## src/rtl/reg_view.sv

```systemverilog
// Register-file viewer: snapshots one 16-bit register and multiplexes it as four
// hex digits on a 7-segment display, selected manually (step) or by auto-scan.
module reg_view #(
    parameter int REFRESH_DIV  = 1024,
    parameter int DWELL_FRAMES = 64
) (
    input  logic        clk,
    input  logic        rst,
    input  logic        auto,
    input  logic        step,
    output logic [2:0]  rd_addr,
    input  logic [15:0] rd_data,
    output logic [2:0]  cur_reg,
    output logic [3:0]  digit_an,
    output logic [6:0]  seg
);

    localparam int DIV_W = (REFRESH_DIV > 2) ? $clog2(REFRESH_DIV) : 1;
    localparam logic [DIV_W-1:0] DIV_MAX   = DIV_W'(REFRESH_DIV - 1);
    localparam logic [7:0]       DWELL_MAX = 8'(DWELL_FRAMES - 1);

    typedef enum logic [1:0] {
        FETCH = 2'd0,
        LATCH = 2'd1,
        SHOW  = 2'd2
    } state_t;

    state_t           state_q, state_d;
    logic [2:0]       cur_reg_q, cur_reg_d;
    logic [15:0]      snap_q, snap_d;
    logic [DIV_W-1:0] div_q, div_d;
    logic [1:0]       digit_q, digit_d;
    logic [7:0]       frame_q, frame_d;
    logic             step_q;
    logic [3:0]       an_q, an_d;
    logic [6:0]       seg_q, seg_d;

    logic div_wrap_s, frame_done_s, step_edge_s, auto_adv_s;

    function automatic logic [6:0] hex_to_seg(input logic [3:0] v);
        logic [6:0] s;
        case (v)
            4'h0:    s = 7'b1000000;
            4'h1:    s = 7'b1111001;
            4'h2:    s = 7'b0100100;
            4'h3:    s = 7'b0110000;
            4'h4:    s = 7'b0011001;
            4'h5:    s = 7'b0010010;
            4'h6:    s = 7'b0000010;
            4'h7:    s = 7'b1111000;
            4'h8:    s = 7'b0000000;
            4'h9:    s = 7'b0010000;
            4'hA:    s = 7'b0001000;
            4'hB:    s = 7'b0000011;
            4'hC:    s = 7'b1000110;
            4'hD:    s = 7'b0100001;
            4'hE:    s = 7'b0000110;
            4'hF:    s = 7'b0001110;
            default: s = 7'b1111111;
        endcase
        return s;
    endfunction

    assign rd_addr  = cur_reg_q;
    assign cur_reg  = cur_reg_q;
    assign digit_an = an_q;
    assign seg      = seg_q;

    // Next-state: refresh timing, fetch sequencing, register selection, display drive
    always_comb begin
        state_d   = state_q;
        cur_reg_d = cur_reg_q;
        snap_d    = snap_q;
        frame_d   = frame_q;

        div_wrap_s   = (div_q == DIV_MAX);
        div_d        = div_wrap_s ? '0 : div_q + DIV_W'(1);
        digit_d      = div_wrap_s ? digit_q + 2'd1 : digit_q;
        frame_done_s = div_wrap_s && (digit_q == 2'd3);
        step_edge_s  = step && !step_q;
        auto_adv_s   = (state_q == SHOW) && frame_done_s && auto && (frame_q == DWELL_MAX);

        case (state_q)
            FETCH:   state_d = LATCH;
            LATCH: begin
                state_d = SHOW;
                snap_d  = rd_data;
            end
            SHOW: begin
                if (frame_done_s) begin
                    state_d = FETCH;
                end else begin
                    state_d = SHOW;
                end
            end
            default: state_d = FETCH;
        endcase

        if (!auto) begin
            frame_d = 8'd0;
        end else if ((state_q == SHOW) && frame_done_s) begin
            frame_d = (frame_q == DWELL_MAX) ? 8'd0 : frame_q + 8'd1;
        end else begin
            frame_d = frame_q;
        end

        // A step edge and an auto-advance on the same cycle still move by one register
        if (step_edge_s || auto_adv_s) begin
            cur_reg_d = cur_reg_q + 3'd1;
            frame_d   = 8'd0;
        end else begin
            cur_reg_d = cur_reg_q;
        end

        if (step_edge_s) begin
            state_d = FETCH;
        end else begin
            state_d = state_d;
        end

        an_d  = ~(4'b0001 << digit_q);
        seg_d = hex_to_seg(snap_q[{digit_q, 2'b00} +: 4]);
    end

    // State registers with synchronous reset
    always_ff @(posedge clk) begin
        if (rst) begin
            state_q   <= FETCH;
            cur_reg_q <= 3'd0;
            snap_q    <= 16'd0;
            div_q     <= '0;
            digit_q   <= 2'd0;
            frame_q   <= 8'd0;
            step_q    <= 1'b0;
            an_q      <= 4'b1111;
            seg_q     <= 7'b1111111;
        end else begin
            state_q   <= state_d;
            cur_reg_q <= cur_reg_d;
            snap_q    <= snap_d;
            div_q     <= div_d;
            digit_q   <= digit_d;
            frame_q   <= frame_d;
            step_q    <= step;
            an_q      <= an_d;
            seg_q     <= seg_d;
        end
    end

endmodule

```

## config.mk

```make
export PLATFORM = sky130hd
export DESIGN_NAME = reg_view
export DESIGN_NICKNAME = d
export VERILOG_FILES = /design/src/rtl/reg_view.sv
export SDC_FILE = /design/constraint.sdc
export NUM_CORES = 1
export LEC_CHECK = 0
export CAP_MARGIN = 10
export CORE_MARGIN = 2
export CORE_UTILIZATION = 40
export DETAILED_ROUTE_END_ITERATION = 16
export RECOVER_POWER = 100
export SLEW_MARGIN = 25
export SYNTH_ARGS = -nofsm -noshare
export SYNTH_HDL_FRONTEND = slang
export SYNTH_SLANG_ARGS = --single-unit
export TNS_END_PERCENT = 10
```

## constraint.sdc

```tcl
create_clock -name clk -period 2.8 [get_ports clk]
set_clock_uncertainty 0.15 [all_clocks]
set_input_delay 0.56 -clock clk [delete_from_list [all_inputs] [get_ports clk]]
set_output_delay 0.56 -clock clk [all_outputs]
set_load 0.05 [all_outputs]
```

==> results.md <==
- Status: finished clean
- PD cells: 500.8 nW/um^2
- Final setup margin: 492.7 ps
- CP endpoint: rd_addr[2]
- R2R depth: 5
- Min Tclk post-route: approximately 2300 ps
- Final hold violation count: 0
- Avg WL per Cell: 12.34 um
- Total chip power: between 0.001 and 0.0015 W
- RSZ-0062 raised after global routing: no
- EDFF count, synth: 0
- Fmax: 0.4334 GHz
- Reg2reg setup slack: 560 ps
- Postcts setup bufs: 0
- Skew-Pair Late Insertion Delay: 300 ps
- Clk root buf: clkbuf_8
- Max reg flops: 16
- Layout fillers: about 560
- Yosys warns: 0
- Hold depth: 2
- Site Rows: 28
- Total GRT Usage: 0.1459
- Crit-path leading delay family: buffers and inverters
- Max Slew Vio Count: 0
- Nets: 331
- Die height: between 80 and 90 um
- Max VDD drop: around 180 uV
- Post-CTS Hold Fix Bufs: 0
- DP Worst Slack: 552.0 ps
- CTS Buf Count: 5
- Tightest Pin Transition: 567.3 ps
- Final period util: 0.8240
- Max_cap viols: 0
- Initial antenna violation count: 0
- Hold crit path type: reg -> reg
- Core box area: 5921 sq um
- Syn Inst Count: 269
- Share of cells above drive strength 1: 0.05705
- Area contributors post-synth: dfxtp_1 (43%), nand2_1 (7.8%), ha_1 (6.6%), a21oi_1 (5.5%), mux4_2 (3.7%)
- Placed cell area: around 2800 sq um
- Largest net degree at the start of global routing: 29
- Final setup TNS: 0 ps
- Vias per inst: 5.110
- Longest Clk Path Bufs: 2
- Ys flop type: dfxtp_1
- Highest routed layer: met4
- HPWL after detailed placement: approximately 3300 um
- TritonCTS clock tree: done
- Critical path depth: 1
- Post-route cell area: 2893 sq um
- Final ANT Viol Nets: 0
- Post-Syn Area: 2464 sq um
- Die area: 6803 sq um
- Final Setup Violations: 0
- Routed wl met2: 2000 um
- IO Port Bufs: 36
- Number of global-route vias before repair: 1757
- Worst r2r dst: seg[5]
- First-pass GRT wire length: between 7000 and 8000 um
- GR Overflow Total: 0
- CP max stage cell: dlygate4sd3_1
- Leakage: 1.061 nW
- Setup crit start: cur_reg[2]
- Post-CTS Resized: 0
- Sequential area share after synthesis: 0.4307
- Met1 WL: ~2400 um
- Post-synth top area cell: dfxtp_1
- Ant. Diodes: 0
- IO Count: 37
- Crit path required time: 2090 ps
- Most frequent cells after synthesis: dfxtp_1 (53), nand2_1 (51), a21oi_1 (27)
- Reg-to-reg startpoint: digit_q[0]
- Rel. slew slack: 0.6218
- Critical Path Sink Type: primary output
- WS Path Type: reg -> out
- Buf/Inv on CP: 1
- Clock-pin slew on the worst setup and hold paths: 90 ps
- Initial Util: 0.4161
- Count leader, synth: dfxtp_1
- Netlist cell types: 43
- WP data arrival: 1600 ps
- Residual DRC: 0
- Met3 wire length: 175 um
- Mapped Nets: 302
- Area growth, synth to finish: 17.42%
- Final wirelength: 4604 um
- Via Count: 1906
- #FFs+latches synth: 53
- TritonRoute pass-1 iters: 4
- Biggest regs: snap_q x16, div_q x10, frame_q x8
- Worst path cell trace: dlygate4sd3_1
- Setup crit start kind: register
- Starting DRT DRC Count: 85
- Clk sinks: 53
- H-tree depth: 2
- Routability cong.: 0.8243
- Die X: 82.48 um
- Worst-path fanout max: 6
- CP peak stage delay: around 900 ps
- Mapped Avg Cell Area: 9.158 sq um
- Share of flip-flops with an asynchronous set or reset: 0
- Most flops, register: snap_q
- Final Hold Slack: between 300 and 400 ps
- Share of the synthesized area in the top cell type: 0.4307
kinds of logic after synthesis:
logic type	Yosys count	synth area share
muxes	10	0.06247
AOI/OAI and AO/OA	46	0.1128
and+or+nand+nor	112	0.2326
DFF	53	0.4307
adders and majority gates	13	0.06602
buffers and inverters	24	0.05637
xor gates and xnor gates	11	0.03911
cell type report:
type / instances / area, sq um / share of cell area
Tap cell: 75 / 93.84 / 0.03244
Timing Repair Buffer: 39 / 382.9 / 0.1324
Inverter: 7 / 26.28 / 0.009083
Multi-Input combinational cell: 192 / 1242 / 0.4295
Clock buffer: 7 / 86.33 / 0.02984
Sequential cell: 53 / 1061 / 0.3668
worst min-delay path by stage:
stage               slack (ps)       from   endpoint
finish                     300  snap_q[4]  snap_q[4]
global route               330  snap_q[5]  snap_q[5]
CTS                        310  snap_q[4]  snap_q[4]
detailed placement         300  snap_q[4]  snap_q[4]
global placement           290  snap_q[4]  snap_q[4]
floorplan                  280   div_q[0]   div_q[0]
through the flow:
| stage | utilization | instances |
|---|---|---|
| 6_report | 0.4886 | 373 |
| 5_1_grt | 0.4886 | 373 |
| 3_3_place_gp | 0.4776 | 366 |
| 4_1_cts | 0.4922 | 373 |
| 3_5_place_dp | 0.4776 | 366 |
| 2_1_floorplan | - | 269 |
power breakdown:
group	leakage [nW]	internal, W	switching, W
clock	0.0443	0.000197	0.000228
sequential	0.433	0.000787	0.0000176
combinational	0.584	0.0000874	0.000132
worst register-to-register path: cells and delay by family, from the launching register on:
kind,cells,cell delay (ps)
multiplexers,2,930
flip-flops,1,590
adder cells (fa/ha/maj),1,270
AO/OA/AOI/OAI,1,110
AND/OR/NAND/NOR,1,70
routing by layer:
layer  up-vias  global-route usage
met1       875              0.1818
met3         2             0.04022
li1        991                   -
met5         -                   0
met2        38              0.2379
met4         0             0.05833
layout by cell type, fill, tap and decap left out, drive strengths merged, types with 2 or more instances in the layout:
cell and n:
dfxtp 53, nand2 51, a21oi 27, clkdlybuf4s50 18, dlygate4sd3 18, nor2 15, ha 13, nand3 10
xor2 8, clkbuf 7, inv 6, nand4 6, o21ai 6, and3 5, mux4 4, nor2b 4
and4 4, or3 4, nand2b 3, xnor2 3, mux2 3, o311ai 3, mux2i 3, buf 3
o221ai 2, nor3 2, o211ai 2, nor4 2, a31oi 2
(Power assumes the default switching activity.)
